==> src/rtl/asic_readout_sequencer.sv <==
// Readout sequencer for the ASIC daisy chain.
// Frames deserialized RAM words into the external FIFO.
module asic_readout_sequencer #(
    parameter logic [15:0] HEADER_WORD    = 16'hFFF0,
    parameter logic [15:0] TRAILER_WORD   = 16'hFFF1,
    parameter logic [3:0]  START_LEN      = 4'd4,
    parameter logic [23:0] TIMEOUT_CYCLES = 24'd4_000_000,
    parameter logic [7:0]  DRAIN_CYCLES   = 8'd160
) (
    input  logic        Clk,
    input  logic        reset_n,
    input  logic        ReadoutStart,
    input  logic        EndReadout,
    input  logic [15:0] asic_data,
    input  logic        asic_data_en,
    input  logic        ext_fifo_full,
    output logic        StartReadout,
    output logic [15:0] fifo_data,
    output logic        fifo_wr_en,
    output logic        ReadoutBusy,
    output logic        ReadoutDone,
    output logic        TimeoutFlag,
    output logic        OverflowFlag
);

    typedef enum logic [2:0] {
        S_IDLE,
        S_HEADER,
        S_START,
        S_READ,
        S_DRAIN,
        S_COUNT,
        S_TRAILER,
        S_DONE
    } state_t;

    localparam logic [23:0] START_LAST = 24'(START_LEN) - 24'd1;
    localparam logic [23:0] TMO_LAST   = TIMEOUT_CYCLES - 24'd1;
    localparam logic [23:0] DRAIN_LAST = 24'(DRAIN_CYCLES) - 24'd1;

    state_t      state;
    state_t      state_nx;
    logic        sync1;
    logic        sync2;
    logic        sync2_d;
    logic        end_rise;
    logic [23:0] cnt;
    logic        cnt_clr;
    logic [13:0] word_cnt;
    logic        fwd_state;
    logic        accept;
    logic        drop;
    logic        frm_wr;
    logic [15:0] frm_data;
    logic        tmo_set;

    assign end_rise  = sync2 & ~sync2_d;
    assign fwd_state = (state == S_START) |
                       (state == S_READ)  |
                       (state == S_DRAIN);
    assign accept    = asic_data_en & fwd_state & ~ext_fifo_full;
    assign drop      = asic_data_en & fwd_state & ext_fifo_full;

    assign StartReadout = (state == S_START);
    assign ReadoutBusy  = (state != S_IDLE);
    assign ReadoutDone  = (state == S_DONE);

    // Two-flop synchronizer plus history flop for edge detection
    always_ff @(posedge Clk) begin
        if (!reset_n) begin
            sync1   <= 1'b0;
            sync2   <= 1'b0;
            sync2_d <= 1'b0;
        end else begin
            sync1   <= EndReadout;
            sync2   <= sync1;
            sync2_d <= sync2;
        end
    end

    // State register
    always_ff @(posedge Clk) begin
        if (!reset_n) begin
            state <= S_IDLE;
        end else begin
            state <= state_nx;
        end
    end

    // Next state and framing-word selection
    always_comb begin
        state_nx = state;
        frm_wr   = 1'b0;
        frm_data = 16'h0000;
        tmo_set  = 1'b0;
        unique case (state)
            S_IDLE: begin
                if (ReadoutStart) state_nx = S_HEADER;
            end
            S_HEADER: begin
                if (!ext_fifo_full) begin
                    frm_wr   = 1'b1;
                    frm_data = HEADER_WORD;
                    state_nx = S_START;
                end
            end
            S_START: begin
                if (cnt == START_LAST) state_nx = S_READ;
            end
            S_READ: begin
                if (end_rise) begin
                    state_nx = S_DRAIN;
                end else if (cnt == TMO_LAST) begin
                    tmo_set  = 1'b1;
                    state_nx = S_COUNT;
                end
            end
            S_DRAIN: begin
                if (cnt == DRAIN_LAST) state_nx = S_COUNT;
            end
            S_COUNT: begin
                if (!ext_fifo_full) begin
                    frm_wr   = 1'b1;
                    frm_data = {OverflowFlag, TimeoutFlag, word_cnt};
                    state_nx = S_TRAILER;
                end
            end
            S_TRAILER: begin
                if (!ext_fifo_full) begin
                    frm_wr   = 1'b1;
                    frm_data = TRAILER_WORD;
                    state_nx = S_DONE;
                end
            end
            S_DONE: begin
                state_nx = S_IDLE;
            end
            default: begin
                state_nx = S_IDLE;
            end
        endcase
    end

    assign cnt_clr = (state_nx != state);

    // Per-state cycle counter, cleared on every state change
    always_ff @(posedge Clk) begin
        if (!reset_n) begin
            cnt <= 24'd0;
        end else if (cnt_clr) begin
            cnt <= 24'd0;
        end else if (cnt != 24'hFFFFFF) begin
            cnt <= cnt + 24'd1;
        end
    end

    // FIFO write port, word count and sticky frame flags
    always_ff @(posedge Clk) begin
        if (!reset_n) begin
            fifo_wr_en   <= 1'b0;
            fifo_data    <= 16'h0000;
            word_cnt     <= 14'd0;
            TimeoutFlag  <= 1'b0;
            OverflowFlag <= 1'b0;
        end else begin
            fifo_wr_en <= accept | frm_wr;
            if (accept) begin
                fifo_data <= asic_data;
            end else if (frm_wr) begin
                fifo_data <= frm_data;
            end
            if (state == S_IDLE && ReadoutStart) begin
                word_cnt     <= 14'd0;
                TimeoutFlag  <= 1'b0;
                OverflowFlag <= 1'b0;
            end else begin
                if (accept && word_cnt != 14'h3FFF) begin
                    word_cnt <= word_cnt + 14'd1;
                end
                if (drop) OverflowFlag <= 1'b1;
                if (tmo_set) TimeoutFlag <= 1'b1;
            end
        end
    end

endmodule

==> config.mk <==
export PLATFORM = sky130hd
export DESIGN_NAME = asic_readout_sequencer
export DESIGN_NICKNAME = d
export VERILOG_FILES = /design/src/rtl/asic_readout_sequencer.sv
export SDC_FILE = /design/constraint.sdc
export NUM_CORES = 1
export LEC_CHECK = 0
export BUFFER_PORTS_ARGS = -buffer_cell sky130_fd_sc_hd__clkbuf_2
export CAP_MARGIN = 20
export CORE_ASPECT_RATIO = 1.1
export CORE_MARGIN = 8
export CORE_UTILIZATION = 55
export DETAILED_ROUTE_END_ITERATION = 16
export PLACE_DENSITY = 0.74
export SLEW_MARGIN = 20
export SYNTH_ARGS = -nofsm -noshare
export SYNTH_HDL_FRONTEND = slang
export SYNTH_SLANG_ARGS = --single-unit
==> constraint.sdc <==
create_clock -name Clk -period 2.4 [get_ports Clk]
set_clock_uncertainty 0.2 [all_clocks]
set_input_delay 0.48 -clock Clk [delete_from_list [all_inputs] [get_ports Clk]]
set_output_delay 0.48 -clock Clk [all_outputs]
set_load 0.1 [all_outputs]
==> impl_summary.log, run 1 <==
INFO  metric ys_warn_count = 0
INFO  metric timing.critical_path.slowest_stage_cell = sky130_fd_sc_hd__dfxtp_1
INFO  metric worstSetupPathType = reg2out
INFO  metric numCtsBuffers = 9
INFO  metric power_per_cell_area = 656.0 nW/µm²
INFO  metric postSynth.asyncResetShare = 0%
INFO  metric setup_viol_count_final = 0
INFO  metric upper_clock_frequency_limit = 441.7 MHz
INFO  metric timing_max_transition_violations_final = 0
INFO  metric drt-total-wl = 8046 µm
INFO  metric die_w = 89.78 µm
INFO  metric synth_top_cell_area_share = 38.30%
INFO  metric first_pass_iteration_count_of_the_detailed_router = 5
INFO  metric hold_path.class = in2reg
INFO  metric post_synth.cell_area_avg = 8.337 µm²
INFO  metric diodes_inserted = 0
INFO  metric static-leakage-power = 1.339 nW
INFO  metric ys_dominant_reg_cell = sky130_fd_sc_hd__dfxtp_1
INFO  metric route.detailed.drc = 0
INFO  metric timing.setup.tns = 0 ns
INFO  metric clock_sinks = 63
INFO  metric area_contributors_post_synth = sky130_fd_sc_hd__dfxtp_1, sky130_fd_sc_hd__xnor2_1, sky130_fd_sc_hd__nor2_1, sky130_fd_sc_hd__nand2_1, sky130_fd_sc_hd__a21oi_1
INFO  metric tritoncts_clock_tree = done
INFO  metric grt_start_max_net_pins = 25
INFO  metric end_kind = output port
INFO  metric crit_fanout = 14
INFO  metric synth-seq-area-share = 38.30%
INFO  metric synthCells = 395
INFO  metric floorplan.die.height = 97.16 µm
INFO  metric buffer_ports.inserted = 43
INFO  metric dpl_worst_slack = 0.1555 ns
INFO  metric coreArea = 5769 µm²
INFO  metric rsz0062_at_grt = no
INFO  metric worstPathArrival = 1.58 ns
INFO  metric post-synth-top-count-cell = sky130_fd_sc_hd__dfxtp_1
INFO  metric syn-num-nets = 419
INFO  metric timing.critical_path.slowest_cell_delay = 0.58 ns
INFO  metric leftover_overflow_at_the_end_of_global_routing = 0
INFO  metric post-dp-hpwl = 5575 µm
INFO  metric grt_util_all_layers = 18.14%
INFO  metric finalCriticalPeriod = 2.264 ns
INFO  metric layout-drive-gt1-share = 19.46%
INFO  metric fp-row-count = 29
INFO  metric post-route-period-util = 94.33%
INFO  metric synth-edff-count = 0
INFO  metric worst_setup_slack_after_layout = 0.1361 ns
INFO  metric gp_congestion = 0.8969
INFO  metric design.final.nets = 462
INFO  metric worst-r2r-cell-count = 5
INFO  metric layout-area-overhead-vs-synth = 15.84%
INFO  metric critical_path_depth = 2
INFO  metric routed-via-count = 3073
INFO  metric timing.max_slew.rel_slack = 54.36%
INFO  metric critical_path_buf_inv_count = 1
INFO  metric outcome = complete, no violations
INFO  metric die_area = 8723 µm²
INFO  metric post_synth_instance_area = 3293 µm²
INFO  metric grt_pass1_vias = 2907
INFO  metric hold_viol = 0
INFO  metric power.ir.vdd_worst = 0.4498 mV
INFO  metric drtAntennaViolNets = 0
INFO  metric grt_pass1_wl = 13480 µm
INFO  metric post-cts-setup-buffer-count = 0
INFO  metric clk-insertion-delay-late = 0.34 ns
INFO  metric antenna_found_initial = 0
INFO  metric detail_route.iter0.violations = 159
INFO  metric ys_ff_latch = 63
INFO  metric h_tree_levels = 3
INFO  metric synth_area_leader_cell = sky130_fd_sc_hd__dfxtp_1
INFO  metric io_pins = 44
INFO  metric synth.lib_cells_used.distinct = 57
INFO  metric critical_path.startpoint_type = register
INFO  metric clk_pin_slew_worst_paths = 0.07 ns
INFO  metric max-cap-violations = 0
INFO  metric timing.critical_path.max_delay_family = flip-flops
INFO  metric min_path_cells = 2
INFO  metric cp_data_required_time = 1.72 ns
INFO  metric routedWlPerCell = 15.50 µm
INFO  metric initial_utilization = 57.08%
INFO  metric clk_path_buf_depth = 2
INFO  metric tightest_slew = 0.6826 ns
INFO  metric drt-vias-per-instance = 5.921
INFO  metric crit_chain = and3_1 -> clkbuf_2
INFO  metric synthTopCellsByCount = sky130_fd_sc_hd__dfxtp_1, sky130_fd_sc_hd__nor2_1, sky130_fd_sc_hd__nand2_1, sky130_fd_sc_hd__xnor2_1, sky130_fd_sc_hd__a21oi_1
INFO  metric clk_root_buffer_cell = sky130_fd_sc_hd__clkbuf_8
==> worst register-to-register path, cell delays in order, from the launching register on <==
cell and delay [ns]:
sky130_fd_sc_hd__dfxtp_1 0.36, sky130_fd_sc_hd__nor4_1 0.38, sky130_fd_sc_hd__nand3_1 0.29, sky130_fd_sc_hd__o32ai_2 0.50
sky130_fd_sc_hd__o211a_4 0.31, sky130_fd_sc_hd__nor3_1 0.08
==> cells in the final DEF (no fill, tap or decap), types with 6 or more instances in the layout <==
| cell type | n |
|---|---|
| sky130_fd_sc_hd__dfxtp_1 | 63 |
| sky130_fd_sc_hd__nor2_1 | 50 |
| sky130_fd_sc_hd__nand2_1 | 42 |
| sky130_fd_sc_hd__clkbuf_2 | 42 |
| sky130_fd_sc_hd__xnor2_1 | 27 |
| sky130_fd_sc_hd__a21oi_1 | 22 |
| sky130_fd_sc_hd__nor4_1 | 17 |
| sky130_fd_sc_hd__nand3_1 | 17 |
| sky130_fd_sc_hd__nand4_1 | 13 |
| sky130_fd_sc_hd__buf_4 | 13 |
| sky130_fd_sc_hd__nor3_1 | 11 |
| sky130_fd_sc_hd__o2bb2ai_1 | 11 |
| sky130_fd_sc_hd__clkbuf_8 | 10 |
| sky130_fd_sc_hd__and3_1 | 8 |
| sky130_fd_sc_hd__inv_1 | 7 |
| sky130_fd_sc_hd__nor2b_1 | 6 |
| sky130_fd_sc_hd__a211oi_1 | 6 |
==> path summary, 6_finish.rpt <==
check             slack [ns]  startpoint     endpoint
setup / recovery        0.14    state[0]  ReadoutDone
hold / removal          0.15  EndReadout        sync1
setup reg to reg        0.16     cnt[22]       cnt[2]
hold reg to reg         0.24       sync1        sync2
==> logic make-up (layout without fill, tap and decap cells) <==
family                   after synthesis  after routing  synth area share (%)
AND/OR/NAND/NOR                      197            197                 31.38
XOR/XNOR                              29             29                 7.713
multiplexers                           2              2                0.6079
adder cells (fa/ha/maj)                2              2                0.7598
flip-flops                            63             63                 38.30
buffers and inverters                 32             78                 5.205
AO/OA/AOI/OAI                         70             71                 16.03
==> power breakdown <==
| part | switching (mW) | internal (mW) | leakage [nW] |
|---|---|---|---|
| registers | 0.0240 | 1.08 | 0.510 |
| clock network | 0.398 | 0.604 | 0.109 |
| logic | 0.297 | 0.102 | 0.719 |
==> sequential cells by signal, summed over array words and instances (netlist names) <==
register      flops
TimeoutFlag       1
cnt              24
sync2_d           1
fifo_data        16
state             3
fifo_wr_en        1
OverflowFlag      1
word_cnt         14
sync2             1
sync1             1
==> routing by layer <==
metal / up-vias / share of wire (%) / global-route usage (%)
met5: - / 0 / 0
met4: 0 / 1.6 / 9.126
met3: 15 / 6.7 / 5.719
met2: 111 / 50 / 30.56
met1: 1432 / 42 / 20.04
li1: 1515 / - / -
==> area by class of cell <==
class / instances / area [µm²]
clock buffer: 11 / 141.4
clock inverter: 4 / 70.07
fill: 516 / 1954
inverter: 7 / 26.28
multi-input combinational: 301 / 1907
sequential: 63 / 1261
tap: 77 / 96.34
timing repair buffer: 56 / 312.8
==> per-stage QoR <==
step	utilization, %	total power [mW]	instance area [µm²]	hold slack, ns	cells
3_3_place_gp	61.70	1.508	3560	0.2199	503
6_report	66.12	2.503	3815	0.1549	519
5_1_grt	66.12	2.595	3815	0.1317	519
4_1_cts	65.37	2.506	3771	0.1420	518
3_5_place_dp	61.70	1.512	3560	0.2253	503
2_1_floorplan	-	1.441	3296	0.2118	395
==> what timing repair did <==
action,in CTS,in global routing
setup endpoints to repair,0,25
gates resized for setup,0,5
hold buffers,0,0
Note: power is estimated with default switching activity, not from simulation.
==> run 2: changes to the inputs <==
- ABC_AREA: default -> 1
- PLACE_DENSITY: 0.74 -> 0.73
==> run 2 against run 1 <==
Via count grew 4.9%. Synthesized cell count up 26%. Final cell count increased by 21%. Critical endpoint unchanged.
==> impl_summary.log, run 2 <==
INFO  metric first_pass_iteration_count_of_the_detailed_router = 5 (unchanged)
INFO  metric clk_pin_slew_worst_paths = 0.07 ns (about the same)
INFO  metric gp_congestion = 0.9143 (+1.9%)
INFO  metric synth_area_leader_cell = sky130_fd_sc_hd__dfxtp_1
INFO  metric post_cts.resized_instances = 0 (unchanged)
INFO  metric grt_start_max_net_pins = 25 (unchanged)
INFO  metric postSynth.asyncResetShare = 0% (unchanged)
INFO  metric max_flop_register = cnt
INFO  metric post_synth.cell_area_avg = 6.912 µm² (-17%)
INFO  metric synth-edff-count = 0 (unchanged)
INFO  metric layout_common_cells = sky130_fd_sc_hd__nand2_1, sky130_fd_sc_hd__nor2_1, sky130_fd_sc_hd__dfxtp_1, sky130_fd_sc_hd__clkbuf_2, sky130_fd_sc_hd__inv_1
INFO  metric cp_data_required_time = 1.72 ns (about the same)
INFO  metric finalInstanceArea = 3896 µm² (+2.1%)
INFO  metric critical_path_buf_inv_count = 2 (+1)
INFO  metric timing.critical_path.slowest_cell_delay = 0.47 ns (-0.11 ns)
INFO  metric area_used_by_multi_input_combinational_logic = 1892 µm² (-0.79%)
INFO  metric post-route-period-util = 94.57% (+0.24 points)
INFO  metric rsz0062_at_grt = no
INFO  metric timing.critical_path.max_delay_family = buffers and inverters
INFO  metric clock_sinks = 63 (unchanged)
INFO  metric timing.max_slew.rel_slack = 62.04% (+7.7 points)
INFO  metric syn-num-nets = 522 (+25%)
INFO  metric max-cap-violations = 0 (unchanged)
INFO  metric dpl-instance-area = 3705 µm² (+4.1%)
INFO  metric static-leakage-power = 1.542 nW (+15%)
INFO  metric clk_path_buf_depth = 2 (unchanged)
INFO  metric timing.setup.tns = 0 ns (unchanged)
INFO  metric outcome = complete, no violations
INFO  metric post-place-cells = 614 (+22%)
INFO  metric worst_setup_slack_after_layout = 0.1303 ns (-0.005806 ns)
INFO  metric area_contributors_post_synth = sky130_fd_sc_hd__dfxtp_1, sky130_fd_sc_hd__nand2_1, sky130_fd_sc_hd__nor2_1, sky130_fd_sc_hd__inv_1, sky130_fd_sc_hd__xor2_1
INFO  metric leftover_overflow_at_the_end_of_global_routing = 0 (unchanged)
INFO  metric hold_path.class = in2reg
INFO  metric reg.largest.list = cnt x24, fifo_data x16, word_cnt x14
INFO  metric layout-drive-gt1-share = 20.36% (+0.91 points)
INFO  metric num-fill-cells = 587 (+14%)
INFO  metric floorplan.die.height = 98.97 µm (+1.9%)
INFO  metric ys_warn_count = 0 (unchanged)
INFO  metric power_per_cell_area = 608.6 nW/µm² (-7.2%)
INFO  metric layout.cells.non_filler = 630 (+21%)
INFO  metric hold_ws = 0.1232 ns (-0.03173 ns)
INFO  metric drtAntennaViolNets = 0 (unchanged)
INFO  metric tritoncts_clock_tree = done
INFO  metric grt_util_all_layers = 19.03% (+0.89 points)
INFO  metric grt_pass1_vias = 3202 (+10%)
INFO  metric min_path_cells = 3 (+1)
INFO  metric synth.lib_cells_used.distinct = 36 (-37%)
INFO  metric drt-total-wl = 8174 µm (+1.6%)
INFO  metric largest_register_ff_count = 24 (unchanged)
INFO  metric crit_chain = inv_2 -> nor2_2 -> clkbuf_2
INFO  metric route.detailed.drc = 0 (unchanged)
INFO  metric clk_root_buffer_cell = sky130_fd_sc_hd__clkbuf_8
INFO  metric ys_ff_latch = 63 (unchanged)
INFO  metric numCtsBuffers = 9 (unchanged)
INFO  metric synth_top_cell_area_share = 36.64% (-1.7 points)
INFO  metric die_w = 91.43 µm (+1.8%)
INFO  metric fp-row-count = 30 (+3.4%)
INFO  metric design.final.nets = 569 (+23%)
INFO  metric upper_clock_frequency_limit = 440.6 MHz (-0.26%)
INFO  metric hold_viol = 0 (unchanged)
INFO  metric synthTopCellsByCount = sky130_fd_sc_hd__nand2_1, sky130_fd_sc_hd__nor2_1, sky130_fd_sc_hd__dfxtp_1, sky130_fd_sc_hd__inv_1, sky130_fd_sc_hd__a21oi_1
INFO  metric coreArea = 6118 µm² (+6.1%)
INFO  metric power.ir.vdd_worst = 0.3654 mV (-19%)
INFO  metric clk-insertion-delay-late = 0.34 ns (about the same)
INFO  metric post-synth-top-count-cell = sky130_fd_sc_hd__nand2_1
INFO  metric critical_path_depth = 3 (+1)
INFO  metric diodes_inserted = 0 (unchanged)
INFO  metric synthCells = 498 (+26%)
INFO  metric timing.critical_path.slowest_stage_cell = sky130_fd_sc_hd__dfxtp_1
INFO  metric die_area = 9048 µm² (+3.7%)
INFO  metric dpl_worst_slack = 0.3053 ns (+0.1498 ns)
INFO  metric h_tree_levels = 3 (unchanged)
INFO  metric timing_max_transition_violations_final = 0 (unchanged)
INFO  metric detail_route.iter0.violations = 112 (-30%)
INFO  metric initial_utilization = 56.26% (-0.82 points)
INFO  metric critical_path.startpoint_type = register
INFO  metric setup_viol_count_final = 0 (unchanged)
INFO  metric drt-vias-per-instance = 5.119 (-14%)
INFO  metric routed-via-count = 3225 (+4.9%)
INFO  metric final_common_cell = sky130_fd_sc_hd__nand2_1
INFO  metric routedWlPerCell = 12.97 µm (-16%)
INFO  metric post_synth_instance_area = 3442 µm² (+4.5%)
INFO  metric worst-r2r-cell-count = 8 (+3)
INFO  metric worstSetupPathType = reg2out
INFO  metric crit_fanout = 7 (-7)
INFO  metric post-dp-hpwl = 6122 µm (+9.8%)
INFO  metric io_pins = 44 (unchanged)
INFO  metric end_kind = output port
INFO  metric buffer_ports.inserted = 43 (unchanged)
INFO  metric ys_dominant_reg_cell = sky130_fd_sc_hd__dfxtp_1
INFO  metric synth-seq-area-share = 36.64% (-1.7 points)
INFO  metric regArea = 1261 µm² (unchanged)
INFO  metric antenna_found_initial = 0 (unchanged)
INFO  metric post-cts-setup-buffer-count = 0 (unchanged)
INFO  metric worstPathArrival = 1.59 ns (about the same)
INFO  metric tightest_slew = 0.5719 ns (-0.1108 ns)
INFO  metric grt_pass1_wl = 14280 µm (+6.0%)
INFO  metric finalCriticalPeriod = 2.270 ns (+0.005806 ns)
INFO  metric ctsHoldBuffers = 0 (unchanged)
INFO  metric layout-area-overhead-vs-synth = 13.20%
-- run 2: cell families (layout without fill, tap and decap cells) --
kind of cell	count (synthesis)	after routing	share of synthesized area, %
buffers and inverters	63	115	8.542
flip-flops	63	63	36.64
AO/OA/AOI/OAI	52	52	9.197
AND/OR/NAND/NOR	289	289	37.51
adder cells (fa/ha/maj)	2	2	0.7269
XOR/XNOR	29	29	7.379
-- run 2: layer usage --
layer  up-vias  track usage [%]  wire length (µm)
met4         0            8.575               190
li1       1666                -                 -
met2        64            33.17              4037
met3        17            4.791               366
met1      1478            21.16              3580
met5         -                0                 0
-- run 2: through the flow --
step                util, %  power, mW
floorplan                 -      1.408
global placement      60.55      1.467
detailed placement    60.55      1.472
CTS                   63.68      2.391
global route          63.68      2.468
finish                63.68      2.371
-- run 2: final timing paths --
check	to	start	slack [ns]
min reg2reg	sync2	sync1	0.22
max reg2reg	word_cnt[4]	word_cnt[0]	0.27
min	sync1	EndReadout	0.12
max	ReadoutDone	state[2]	0.13
-- run 2: worst min-delay path: cells and delay by family --
| kind | cells | cell delay, ns |
|---|---|---|
| simple gates | 1 | 0.04 |
| buf+inv | 2 | 0.12 |
-- run 2: final cells by class --
type | count | area share, %
Multi-Input combinational cell | 372 | 48.55
Sequential cell | 63 | 32.37
Timing Repair Buffer | 49 | 6.680
Inverter | 50 | 4.913
Clock buffer | 13 | 3.821
Tap cell | 80 | 2.569
Clock inverter | 3 | 1.092
-- run 2: power by group --
group,leakage (nW),switching [mW],internal (mW)
clock,0.0936,0.417,0.508
sequential,0.510,0.0185,1.07
combinational,0.939,0.284,0.0703
